## config.mk

```make
export PLATFORM = sky130hd
export DESIGN_NAME = horner_issue_sched
export DESIGN_NICKNAME = d
export VERILOG_FILES = /design/src/rtl/horner_issue_sched.sv
export SDC_FILE = /design/constraint.sdc
export NUM_CORES = 1
export LEC_CHECK = 0
export ABC_AREA = 1
export ABC_CLOCK_PERIOD_IN_PS = 5500
export CORE_AREA = 4 4 114 116
export DETAILED_ROUTE_END_ITERATION = 10
export DIE_AREA = 0 0 118 120
export DONT_BUFFER_PORTS = 1
export PLACE_DENSITY = 0.77
export SYNTH_ARGS = -nofsm -noshare
export SYNTH_HDL_FRONTEND = slang
export SYNTH_SLANG_ARGS = --single-unit
```

## constraint.sdc

```tcl
create_clock -name clk -period 5.5 [get_ports clk]
set_clock_uncertainty 0.05 [all_clocks]
set_input_delay 0.55 -clock clk [delete_from_list [all_inputs] [get_ports clk]]
set_output_delay 0.55 -clock clk [all_outputs]
set_load 0.1 [all_outputs]
```

## src/rtl/horner_issue_sched.sv

```systemverilog
// Issue scheduler for the Horner datapath: FIFO-buffers operands and issues one srdyi pulse per evaluation.
// Optional macro HORNER_SCHED_SRDYO_WAIT_EN: WAIT ends on srdyo, guarded by a TIMEOUT watchdog that sets err.
module horner_issue_sched #(
  parameter int unsigned DATA_W      = 32,
  parameter int unsigned FIFO_DEPTH  = 4,
  parameter int unsigned BUSY_CYCLES = 197,
  parameter int unsigned TIMEOUT     = 255
) (
  input  logic                        clk,
  input  logic                        GlobalReset,
  input  logic                        in_valid,
  input  logic [DATA_W-1:0]           in_data,
  output logic                        in_ready,
  output logic                        srdyi,
  output logic [DATA_W-1:0]           x_out,
  input  logic                        srdyo,
  output logic                        busy,
  output logic [$clog2(FIFO_DEPTH):0] fifo_count,
  output logic                        err
);

  localparam int unsigned PTR_W  = $clog2(FIFO_DEPTH);
  localparam int unsigned CNT_W  = PTR_W + 1;
  localparam int unsigned WAIT_W = 8;
`ifdef HORNER_SCHED_SRDYO_WAIT_EN
  localparam int unsigned WAIT_LOAD = TIMEOUT;
`else
  localparam int unsigned WAIT_LOAD = BUSY_CYCLES;
`endif

  typedef enum logic {
    S_IDLE = 1'b0,
    S_WAIT = 1'b1
  } state_t;

  logic [DATA_W-1:0] r_mem [FIFO_DEPTH];
  logic [PTR_W-1:0]  r_wr_ptr;
  logic [PTR_W-1:0]  r_rd_ptr;
  logic [CNT_W-1:0]  r_count;
  logic [CNT_W-1:0]  w_count_nxt;
  logic              r_not_full;
  logic              w_push;
  logic              w_pop;

  state_t            r_state;
  state_t            w_state_nxt;
  logic [WAIT_W-1:0] r_wait_cnt;
  logic [WAIT_W-1:0] w_wait_cnt_nxt;
  logic              r_srdyi;
  logic              w_srdyi_nxt;
  logic [DATA_W-1:0] r_x;
  logic [DATA_W-1:0] w_x_nxt;
  logic              r_busy;
`ifdef HORNER_SCHED_SRDYO_WAIT_EN
  logic              r_err;
  logic              w_err_nxt;
`endif
  logic              w_unused;

  // Not-full is held in a flop so in_ready never depends on this cycle's pop.
  assign in_ready = GlobalReset & r_not_full;
  assign w_push   = in_valid & in_ready;

  always_ff @(posedge clk) begin
    if (w_push) begin
      r_mem[r_wr_ptr] <= in_data;
    end
  end

  always_comb begin
    w_count_nxt = r_count;
    case ({w_push, w_pop})
      2'b10:   w_count_nxt = r_count + CNT_W'(1);
      2'b01:   w_count_nxt = r_count - CNT_W'(1);
      default: w_count_nxt = r_count;
    endcase
  end

  always_ff @(posedge clk or negedge GlobalReset) begin
    if (!GlobalReset) begin
      r_wr_ptr   <= '0;
      r_rd_ptr   <= '0;
      r_count    <= '0;
      r_not_full <= 1'b1;
    end else begin
      if (w_push) begin
        r_wr_ptr <= r_wr_ptr + PTR_W'(1);
      end
      if (w_pop) begin
        r_rd_ptr <= r_rd_ptr + PTR_W'(1);
      end
      r_count    <= w_count_nxt;
      r_not_full <= (w_count_nxt < CNT_W'(FIFO_DEPTH));
    end
  end

  // Issue FSM: IDLE pops and issues; WAIT counts down (or waits for srdyo) before the next issue.
  always_comb begin
    w_state_nxt    = r_state;
    w_wait_cnt_nxt = r_wait_cnt;
    w_srdyi_nxt    = 1'b0;
    w_x_nxt        = r_x;
    w_pop          = 1'b0;
`ifdef HORNER_SCHED_SRDYO_WAIT_EN
    w_err_nxt      = r_err;
`endif
    case (r_state)
      S_IDLE: begin
        if (r_count != '0) begin
          w_pop          = 1'b1;
          w_x_nxt        = r_mem[r_rd_ptr];
          w_srdyi_nxt    = 1'b1;
          w_wait_cnt_nxt = WAIT_W'(WAIT_LOAD);
          w_state_nxt    = S_WAIT;
        end
      end
      S_WAIT: begin
        w_wait_cnt_nxt = r_wait_cnt - WAIT_W'(1);
`ifdef HORNER_SCHED_SRDYO_WAIT_EN
        // A completion coinciding with expiry is a normal completion.
        if (srdyo) begin
          w_state_nxt = S_IDLE;
        end else if (r_wait_cnt == WAIT_W'(1)) begin
          w_state_nxt = S_IDLE;
          w_err_nxt   = 1'b1;
        end
`else
        if (r_wait_cnt == WAIT_W'(1)) begin
          w_state_nxt = S_IDLE;
        end
`endif
      end
      default: begin
        w_state_nxt = S_IDLE;
      end
    endcase
  end

  always_ff @(posedge clk or negedge GlobalReset) begin
    if (!GlobalReset) begin
      r_state <= S_IDLE;
    end else begin
      r_state <= w_state_nxt;
    end
  end

  always_ff @(posedge clk or negedge GlobalReset) begin
    if (!GlobalReset) begin
      r_wait_cnt <= '0;
      r_srdyi    <= 1'b0;
      r_x        <= '0;
      r_busy     <= 1'b0;
    end else begin
      r_wait_cnt <= w_wait_cnt_nxt;
      r_srdyi    <= w_srdyi_nxt;
      r_x        <= w_x_nxt;
      r_busy     <= (w_state_nxt == S_WAIT);
    end
  end

`ifdef HORNER_SCHED_SRDYO_WAIT_EN
  always_ff @(posedge clk or negedge GlobalReset) begin
    if (!GlobalReset) begin
      r_err <= 1'b0;
    end else begin
      r_err <= w_err_nxt;
    end
  end

  assign err = r_err;
`else
  assign err = 1'b0;
`endif

  assign srdyi      = r_srdyi;
  assign x_out      = r_x;
  assign busy       = r_busy;
  assign fifo_count = r_count;

  // Inputs and parameters that only one build variant consumes.
  assign w_unused = ^{srdyo, 32'(TIMEOUT), 32'(BUSY_CYCLES)};

endmodule

```

==> flow_summary_export.csv, run 1 <==
group,metric,value,unit
synthesis,yosys.area.top_type,"edfxtp_1",
sta,relSlewSlack,24.9,%
drt,detail-route-antenna-nets,0,
grt,grt_use_total,19.9,%
critical_path,cp-start-kind,"flop",
critical_path,crit_start,"busy$_DFF_PN0_",
cts,cts.clk_slew.worst_paths,0.07,ns
synthesis,syn_nets,664,
drt,dr.pass1.iters,4,
grt,grt_max_degree,67,
critical_path,reg2regPathDepth,10,
job,cap_violations,0,
synthesis,avgSynthCellArea,11.4,um2
pwr,p_comb_share,5.7,%
critical_path,worst_setup_path_end_kind,"flop",
synthesis,synth_area,7050,um2
floorplanning,dieArea,14200,um2
synthesis,synthCells,620,
finish,drive_gt1_share,7.00,%
synthesis,synth_top_cells_by_count,"nand2_1 (149), nor2_1 (145), edfxtp_1 (128)",
sta,rsz0062_at_grt,"no",
synthesis,ys.flop_type,"edfxtp_1",
placed_design,dp_hpwl,7140,um
critical_path,r2r_start,"busy$_DFF_PN0_",
critical_path,critical_path_class,"reg -> reg",
grt,antenna_found_initial,0,
grt,grt_pass1_vias,4210,
drt,routed_via_density,5.38,
sta,worstMarginPinSlew,1.12,ns
synthesis,ys_top_cells_by_area,"edfxtp_1 (55%), dfrtp_1 (17%), nand2_1 (7.9%), nor2_1 (7.7%), o21ai_0 (2.7%)",
floorplanning,ios,75,
drt,drt_wl_total,13300,um
finish,area_growth,9.84,%
pwr,power.total,3.05,mW
cts,post_cts.repair.setup_buffers,0,
finish,multi_input_area,1710,um2
synthesis,yosysUniqueCellTypes,27,
pwr,p_leak,3.01,nW
cts,post_cts_resized,0,
floorplanning,dieWidth,118,um
placed_design,dpl-instance-area,7100,um2
cts,htree_levels,4,
cts,cts_tree,"done",
critical_path,crit_required,5.80,ns
cts,cts_buffers,17,
synthesis,post-synth-top-count-cell,"nand2_1",
sta,finalSetupViolCount,0,
critical_path,r2r_end,"r_not_full$_DFF_PN1_",
grt,grt_pass1_wl,21500,um
cts,clockRootBuffer,"clkbuf_16",
synthesis,synth-seq-area-share,72.3,%
cts,insertion_delay,0.43,ns
sta,hold_violations,0,
drt,drtIter0Drc,396,
pwr,p_int,2.33,mW
grt,grt_remaining_overflow,0,
placed_design,port-buffer-count,0,
pwr,pwr-share-clk,39.6,%
drt,vias,4178,
floorplanning,start_util,59.1,%
critical_path,r2r_slack,2.31,ns
sta,fin_crit,3.19,ns
pwr,p_switching,0.726,mW
sta,fmax,314,MHz
floorplanning,core_area,11900,um2
critical_path,crit_arrival,3.49,ns
placed_design,gp_congestion,0.765,
floorplanning,die_h,120,um
critical_path,crit_fanout,41,
pwr,p_per_area,395,nW/um2
floorplanning,core.rowCount,40,
finish,fin_area,7740,um2
cts,cts_sinks,178,
finish,regArea,5100,um2
sta,min_period_over_period,57.9,%
critical_path,cp-endpoint,"r_not_full$_DFF_PN1_",
min_path,hp-class,"in -> reg",
pwr,pwr-share-seq,54.7,%
synthesis,ys_seq_elements,178,
drt,route.detailed.wl_per_inst,17.2,um
finish,antenna_cells,0,
synthesis,ys_warn_count,0,
drt,drc,0,
finish,fill_cells,863,
cts,cts_hold_buffers,2,
cts,clk_path_buf_depth,2,
pwr,switching_share,23.8,%
sta,whs,0.164,ns
sta,tns,0,ns
sta,slew_viol_final,0,
status,status,"complete, no violations",
pwr,irDropWorstVdd,0.215,mV
synthesis,synthArstFlopShare,28.1,%
finish,nets,660,
synthesis,synth-edff-count,128,
synthesis,synth_top_area_share,54.6,%
through the flow:
step           utilization (%)  worst slack, ns  instances
6_report                  65.0             2.31        776
5_1_grt                   65.0             2.07        776
4_1_cts                   65.0             2.25        776
3_5_place_dp              59.6             2.22        742
3_3_place_gp              59.6             2.27        742
2_1_floorplan                -             2.05        620
cells in the final DEF, fill, tap and decap left out, types with 4 or more instances in the layout:
cell       Yosys  layout
nor2_1       145     141
clkbuf_16      0      17
buf_4          7       4
a21oi_1        4       4
dfrtp_1       49      48
nor2_4         0       4
ha_1           7       7
nand3_1        5       5
nand2_1      149     149
o21ai_1       31      31
edfxtp_1     128     128
o21ai_0       38      38
inv_1         20      20
how the worst min path moves through the flow:
stage,to,cells past startpoint,startpoint
after floorplan,asynchronous set/reset pin,0,GlobalReset
after global placement,asynchronous set/reset pin,0,GlobalReset
after detailed placement,asynchronous set/reset pin,0,GlobalReset
after CTS,r_mem[3][31]$_DFFE_PP_,0,in_data[31]
after global routing,r_mem[3][31]$_DFFE_PP_,0,in_data[31]
final,r_mem[2][31]$_DFFE_PP_,0,in_data[31]
critical path, cell delays in order, from the launching register on:
cell	delay [ns]
dfrtp_1	1.06
inv_2	0.14
nand2_2	0.68
inv_2	0.08
ha_1	0.25
fa_1	0.39
nor2_1	0.11
nor2_1	0.04
nand2_1	0.06
xor2_1	0.18
inv_1	0.06
power groups by stage:
| stage | combinational (mW) | clock (mW) | sequential [mW] |
|---|---|---|---|
| 6_report | 0.174 | 1.21 | 1.67 |
| 5_1_grt | 0.194 | 1.29 | 1.68 |
| 4_1_cts | 0.180 | 1.22 | 1.67 |
| 3_5_place_dp | 0.167 | 0 | 1.70 |
| 3_3_place_gp | 0.159 | 0 | 1.69 |
| 2_1_floorplan | 0.117 | 0 | 1.69 |
sequential cells by signal, summed over array words and instances (netlist names), named ones only:
signal,flops
r_wr_ptr,2
r_not_full,1
r_wait_cnt,8
busy,1
r_rd_ptr,2
fifo_count,2
srdyi,1
x_out,32
r_mem,128
area by class of cell:
type | count | share of cell area [%]
sequential | 178 | 65.9
multi-input combinational | 390 | 22.0
timing repair buffer | 6 | 0.873
inverter | 23 | 1.12
tap | 147 | 2.38
clock inverter | 10 | 1.73
clock buffer | 22 | 6.00
metal layers:
layer | up-vias | track usage [%] | share of wire (%)
met5 | - | 0 | 0
li1 | 2035 | - | -
met1 | 1995 | 23.4 | 40
met4 | 0 | 9.23 | 1.6
met3 | 19 | 6.55 | 7.5
met2 | 129 | 33.3 | 50
logic make-up after synthesis:
kind of cell / after synthesis / synth area share [%]
other cells: 1 / 0.0532
buf+inv: 52 / 3.89
mux: 1 / 0.160
xor+xnor: 4 / 0.497
fa+ha+maj: 8 / 1.53
simple gates: 302 / 16.3
compound gates: 74 / 5.27
flops: 178 / 72.3
Note: power is estimated with default switching activity, not from simulation.
==> run 2, diff against run 1 <==
==> config.mk (replaced) <==
export PLATFORM = sky130hd
export DESIGN_NAME = horner_issue_sched
export DESIGN_NICKNAME = d
export VERILOG_FILES = /design/src/rtl/horner_issue_sched.sv
export SDC_FILE = /design/constraint.sdc
export NUM_CORES = 1
export LEC_CHECK = 0
export ABC_AREA = 0
export ABC_CLOCK_PERIOD_IN_PS = 2550
export CORE_AREA = 4 4 116 118
export DETAILED_ROUTE_END_ITERATION = 10
export DIE_AREA = 0 0 120 122
export DONT_BUFFER_PORTS = 1
export PLACE_DENSITY = 0.76
export SYNTH_ARGS = -nofsm -noshare
export SYNTH_HDL_FRONTEND = slang
export SYNTH_SLANG_ARGS = --single-unit
==> constraint.sdc (replaced) <==
create_clock -name clk -period 2.55 [get_ports clk]
set_clock_uncertainty 0.05 [all_clocks]
set_input_delay 0.255 -clock clk [delete_from_list [all_inputs] [get_ports clk]]
set_output_delay 0.255 -clock clk [all_outputs]
set_load 0.1 [all_outputs]
==> run 2 against run 1 <==
  * Final cell count is 28% lower
  * Core utilization shrank 0.54 points
  * First-iteration DRC count shrank 58%
  * Synthesized cell count is 49% lower
  * Global-route usage fell by 2.5 points
  * Sequential share of layout area is 2.3 points lower
  * Synthesized area is 3.5% lower
  * Worst hold slack better by 0.059 ns
  * Non-clock buffer count increased by 43
==> flow_summary_export.csv, run 2 <==
group,metric,value,unit
drt,vias,3039,
drt,detail-route-antenna-nets,0,
drt,dr.max_layer_used,"met4",
sta,fin_ws,0.383,ns
floorplanning,core.rowCount,41,
drt,wl_met1,4700,um
finish,top_register,"r_mem",
floorplanning,core_area,12500,um2
grt,grt_max_degree,51,
drt,routed_via_density,5.45,
synthesis,avgSynthCellArea,21.3,um2
critical_path,crit_required,2.84,ns
min_path,hp-class,"in -> reg",
finish,largest_reg_flops,128,
floorplanning,dieArea,14600,um2
synthesis,ys_seq_elements,178,
drt,route.detailed.wl_per_inst,20.4,um
synthesis,ys_top_cells_by_area,"edfxtp_1 (57%), dfrtp_1 (18%), mux4_2 (9.3%), mux2_2 (5.5%), mux4_1 (1.5%)",
grt,grt_pass1_wl,18600,um
critical_path,cp_slowest_cell,"dfstp_2",
finish,nets,417,
sta,fin_crit,2.17,ns
placed_design,port-buffer-count,0,
critical_path,critPathMaxStageDelay,0.52,ns
synthesis,yosysUniqueCellTypes,39,
finish,fill_cells,874,
sta,fmax,461,MHz
drt,wl_met3,593,um
drt,dr.pass1.iters,4,
finish,final_cell_mix,"edfxtp_1 (128), dfrtp_1 (44), mux2_2 (33), dlygate4sd3_1 (33), mux4_2 (28)",
grt,grt_pass1_vias,3366,
job,cap_violations,0,
grt,grt_use_total,17.4,%
drt,drc,0,
synthesis,synth_top_area_share,56.6,%
placed_design,place_worst_setup_slack,0.396,ns
grt,antenna_found_initial,0,
sta,hold_violations,0,
synthesis,synthArstFlopShare,28.1,%
sta,worstMarginPinSlew,0.982,ns
sta,rsz0062_at_grt,"no",
synthesis,synth-seq-area-share,75.0,%
placed_design,dp_hpwl,6730,um
sta,tns,0,ns
cts,cts_buffers,17,
cts,cts.clk_slew.worst_paths,0.06,ns
finish,final_common_cell,"edfxtp_1",
cts,post_cts.repair.setup_buffers,0,
cts,post_cts_resized,0,
critical_path,crit_fanout,8,
synthesis,ys_warn_count,0,
floorplanning,die_h,122,um
synthesis,post-synth-top-count-cell,"edfxtp_1",
grt,grt_remaining_overflow,0,
synthesis,syn_nets,363,
critical_path,r2r_slack,0.38,ns
placed_design,gp_congestion,0.724,
critical_path,crit_chain,"and3_1 > inv_1 > ha_1 > fa_1 > xnor2_1 > nor2_1 > xor2_1",
status,status,"complete, no violations",
cts,htree_levels,4,
floorplanning,ios,75,
drt,drt_wl_total,11400,um
cts,cts_tree,"done",
critical_path,crit_arrival,2.46,ns
synthesis,ys.flop_type,"edfxtp_1",
critical_path,worst_setup_path_end_kind,"flop",
sta,slew_viol_final,0,
synthesis,synth-edff-count,128,
drt,drtIter0Drc,168,
finish,area_growth,18.2,%
sta,finalSetupViolCount,0,
finish,drive_gt1_share,32.6,%
critical_path,cp-start-kind,"flop",
sta,min_period_over_period,85.0,%
synthesis,yosys.area.top_type,"edfxtp_1",
cts,clk_path_buf_depth,2,
drt,wl_met2,5910,um
floorplanning,start_util,54.5,%
finish,antenna_cells,0,
synthesis,synthCells,319,
critical_path,critical_path_class,"reg -> reg",
floorplanning,dieWidth,120,um
synthesis,synth_area,6800,um2
synthesis,synth_top_cells_by_count,"edfxtp_1 (128), dfrtp_1 (49), mux2_2 (33)",
sta,relSlewSlack,34.5,%
cts,clockRootBuffer,"clkbuf_16",
cts,cts_sinks,178,
cts,insertion_delay,0.42,ns
-- run 2: changes by cell type in the layout (fill, tap and decap cells not counted), moves of 8 or more --
cell           change
o21ai_1           -31
nand2_1          -146
dlygate4sd3_1     +32
buf_4              +8
inv_1             -13
nor2_1           -140
o21ai_0           -33
mux2_2            +32
mux4_2            +28
-- run 2: per-layer routing --
metal | vias to the layer above | global-route usage [%]
met5 | - | 0
met4 | 0 | 7.09
met3 | 16 | 6.13
met2 | 53 | 28.7
met1 | 1588 | 21.1
li1 | 1382 | -
-- run 2: cell families after synthesis --
logic type / share of synthesized area [%]
multiplexers: 16.6
XOR/XNOR: 1.03
AND/OR/NAND/NOR: 2.61
AO/OA/AOI/OAI: 1.14
adder cells (fa/ha/maj): 1.58
flip-flops: 75.0
other: 0.0552
buffers and inverters: 2.01
-- run 2: timing repair --
action / in CTS / in global routing
setup endpoints to repair: 0 / 0
endpoints found under the hold margin: 178 / 0
hold buffers: 34 / 0
-- run 2: layout make-up --
type	instances	area [um2]	area share [%]
flip-flops and latches	178	5100	63.5
multi-input cells	120	1570	19.6
repair buffers	49	508	6.32
clock buffers	17	425	5.30
well taps	172	215	2.68
clock inverters	15	180	2.24
inverters	7	26.3	0.327
-- run 2: final timing paths --
check / from / end / depth (start not counted)
hold reg to reg: r_wait_cnt[7]$_DFFE_PN0P_ / r_wait_cnt[7]$_DFFE_PN0P_ / 1
max in group asynchronous: GlobalReset / r_not_full$_DFF_PN1_ / 2
hold / removal: GlobalReset / r_wr_ptr[0]$_DFFE_PN0P_ / 2
min in group asynchronous: GlobalReset / r_wait_cnt[3]$_DFFE_PN0P_ / 2
setup / recovery: r_not_full$_DFF_PN1_ / flop / 7
setup reg to reg: r_not_full$_DFF_PN1_ / flop / 7
-- run 2: metrics by stage --
step           std cells  area (um2)  hold slack (ns)  utilization (%)
2_1_floorplan        319        6800          -0.0906                -
3_3_place_gp         492        7070          -0.0891             56.7
3_5_place_dp         492        7070          -0.0892             56.7
4_1_cts              558        8030            0.195             64.4
5_1_grt              558        8030            0.220             64.4
6_report             558        8030            0.224             64.4
-- run 2: critical path, delay by kind of cell (launching register included) --
| family | cells | cell delay, ns |
|---|---|---|
| adder cells (fa/ha/maj) | 2 | 0.65 |
| flip-flops | 1 | 0.52 |
| AND/OR/NAND/NOR | 2 | 0.49 |
| XOR/XNOR | 2 | 0.30 |
| buffers and inverters | 1 | 0.08 |
Power of run 2 is left out: the tool's default activity adds up to more than one toggle a clock period on the data nets, which glitch-free logic cannot reach.
==> run 3, diff against run 2 <==
==> config.mk (replaced) <==
export PLATFORM = sky130hd
export DESIGN_NAME = horner_issue_sched
export DESIGN_NICKNAME = d
export VERILOG_FILES = /design/src/rtl/horner_issue_sched.sv
export SDC_FILE = /design/constraint.sdc
export NUM_CORES = 1
export LEC_CHECK = 0
export ABC_AREA = 1
export ABC_CLOCK_PERIOD_IN_PS = 2000
export CORE_AREA = 4 4 114 116
export DETAILED_ROUTE_END_ITERATION = 10
export DIE_AREA = 0 0 118 120
export DONT_BUFFER_PORTS = 1
export PLACE_DENSITY = 0.77
export SYNTH_ARGS = -nofsm -noshare
export SYNTH_HDL_FRONTEND = slang
export SYNTH_SLANG_ARGS = --single-unit
==> constraint.sdc (replaced) <==
create_clock -name clk -period 2 [get_ports clk]
set_clock_uncertainty 0.05 [all_clocks]
set_input_delay 0.2 -clock clk [delete_from_list [all_inputs] [get_ports clk]]
set_output_delay 0.2 -clock clk [all_outputs]
set_load 0.1 [all_outputs]
==> run 3 against run 2 <==
  * Critical path depth grew 4
  * Worst setup slack got worse by 0.29 ns
  * Clock-buffer cell count did not move
  * Critical path type unchanged
==> flow_summary_export.csv, run 3 (synthesis gave the netlist of run 1 again) <==
group,metric,value,unit
job,cap_violations,0,
cts,clk_path_buf_depth,2,
sta,fin_ws,0.0923,ns
critical_path,cp-start-kind,"flop",
placed_design,place_worst_setup_slack,0.0316,ns
critical_path,path_buf_inv,2,
floorplanning,core.rowCount,40,
cts,cts_tree,"done",
drt,drt_wl_total,14100,um
min_path,hp-class,"in -> reg",
cts,cts.clk_slew.worst_paths,0.06,ns
cts,clockRootBuffer,"clkbuf_16",
critical_path,critPathTopFamily,"simple AND/OR/NAND/NOR gates",
critical_path,critical_path_class,"reg -> reg",
cts,htree_levels,4,
critical_path,crit_fanout,3,
placed_design,dp_hpwl,8250,um
grt,use_met2,36.9,%
finish,antenna_cells,0,
grt,antenna_found_initial,0,
placed_design,place_inst,795,
drt,route.detailed.wl_per_inst,16.3,um
critical_path,r2r_start,"fifo_count[1]$_DFFE_PN0N_",
grt,use_met3,5.56,%
critical_path,crit_required,2.30,ns
grt,grt_pass1_vias,4650,
sta,finalSetupViolCount,0,
drt,dr.pass1.iters,6,
critical_path,cp_slowest_cell,"dfrtp_4",
finish,utilization,72.2,%
critical_path,worst_setup_path_end_kind,"flop",
finish,final_cell_mix,"nand2_1 (146), nor2_1 (140), edfxtp_1 (128)",
finish,fill_cells,780,
finish,instances_no_fill,863,
floorplanning,start_util,59.1,%
grt,top_usage_layer,"met2",
placed_design,port-buffer-count,0,
sta,rsz0062_at_grt,"yes",
pwr,p_per_area,1010,nW/um2
critical_path,crit_start,"fifo_count[1]$_DFFE_PN0N_",
min_path,hp-start,"GlobalReset",
critical_path,crit_arrival,2.21,ns
grt,grt_pass1_wl,22900,um
status,status,"complete, no violations",
critical_path,r2r_slack,0.09,ns
floorplanning,core_area,11900,um2
drt,vias,4583,
finish,nets,747,
cts,insertion_delay,0.43,ns
pwr,p_leak,3.42,nW
sta,hold_violations,0,
pwr,power.total,8.68,mW
cts,cts_buffers,17,
finish,final_common_cell,"nand2_1",
grt,grt_max_degree,51,
drt,routed_via_density,5.31,
floorplanning,ios,75,
finish,drive_gt1_share,15.8,%
grt,grt_remaining_overflow,0,
drt,detail-route-antenna-nets,0,
sta,slew_viol_final,0,
grt,met1_usage,24.9,%
pwr,irDropWorstVdd,0.820,mV
drt,drc,0,
finish,top_register,"r_mem",
critical_path,crit_chain,"nor2_4 > nand2_2 > nand2_2 > inv_2 > ha_4 > fa_2 > nor2_1 > nor2_1 > nand2_1 > xor2_2 > inv_1",
placed_design,gp_congestion,0.772,
floorplanning,die_h,120,um
drt,drtIter0Drc,308,
floorplanning,dieArea,14200,um2
sta,fin_crit,1.91,ns
sta,min_period_over_period,95.4,%
floorplanning,dieWidth,118,um
finish,largest_reg_flops,128,
cts,cts_sinks,178,
grt,grt_use_total,21.0,%
critical_path,critPathMaxStageDelay,0.49,ns
sta,tns,0,ns
finish,area_growth,22.0,%
sta,fmax,524,MHz
run 3: changes by cell type in the layout (fill, tap and decap cells not counted), sizes merged, moves of 18 or more:
| cell | change |
|---|---|
| nand2 | +147 |
| nor2 | +143 |
| o21ai | +64 |
| buf | +43 |
| mux2 | -32 |
| mux4 | -32 |
| inv | +18 |
run 3: path summary, 6_finish.rpt:
| path | to | cells past startpoint |
|---|---|---|
| setup / recovery | r_not_full$_DFF_PN1_ | 11 |
| hold / removal | fifo_count[0]$_DFFE_PN0N_ | 5 |
| setup reg to reg | r_not_full$_DFF_PN1_ | 11 |
| hold reg to reg | x_out[14]$_DFFE_PN0P_ | 2 |
| max in group asynchronous | r_not_full$_DFF_PN1_ | 2 |
| min in group asynchronous | x_out[26]$_DFFE_PN0P_ | 2 |
run 3: routing by layer:
layer | up-vias | routed length, um
met5 | - | 0
met4 | 0 | 243
met3 | 28 | 828
met2 | 146 | 7270
met1 | 2191 | 5710
li1 | 2218 | -
run 3: repair_timing:
item / CTS / global route
buffers inserted: 0 / 1
hold buffers: 35 / 0
hold endpoints to repair: 179 / 0
setup endpoints to repair: 0 / 2
gates resized for setup: 0 / 5
run 3: power by group:
group | internal [mW] | switching [mW]
sequential | 4.28 | 0.0896
clock | 1.88 | 1.43
combinational | 0.292 | 0.713
total | 6.45 | 2.23
run 3: layout make-up:
class / count / area (um2) / share of cell area, %
timing repair buffer: 93 / 853 / 9.93
inverter: 23 / 90.1 / 1.05
multi-input combinational: 390 / 1760 / 20.4
clock inverter: 15 / 175 / 2.04
clock buffer: 17 / 425 / 4.95
sequential: 178 / 5110 / 59.5
tap: 147 / 184 / 2.14
run 3: per-stage QoR:
stage               cell area (um2)  hold WS, ns
finish                         8600        0.247
global route                   8600        0.274
CTS                            8570        0.235
detailed placement             7600       -0.144
global placement               7600       -0.143
floorplan                      7130       -0.146
run 3: tightest hold or removal path, stage by stage:
cell and delay, ns:
nand2_2 0.06, clkinvlp_4 0.13, nand2_8 0.10, ha_4 0.14
xnor2_1 0.06
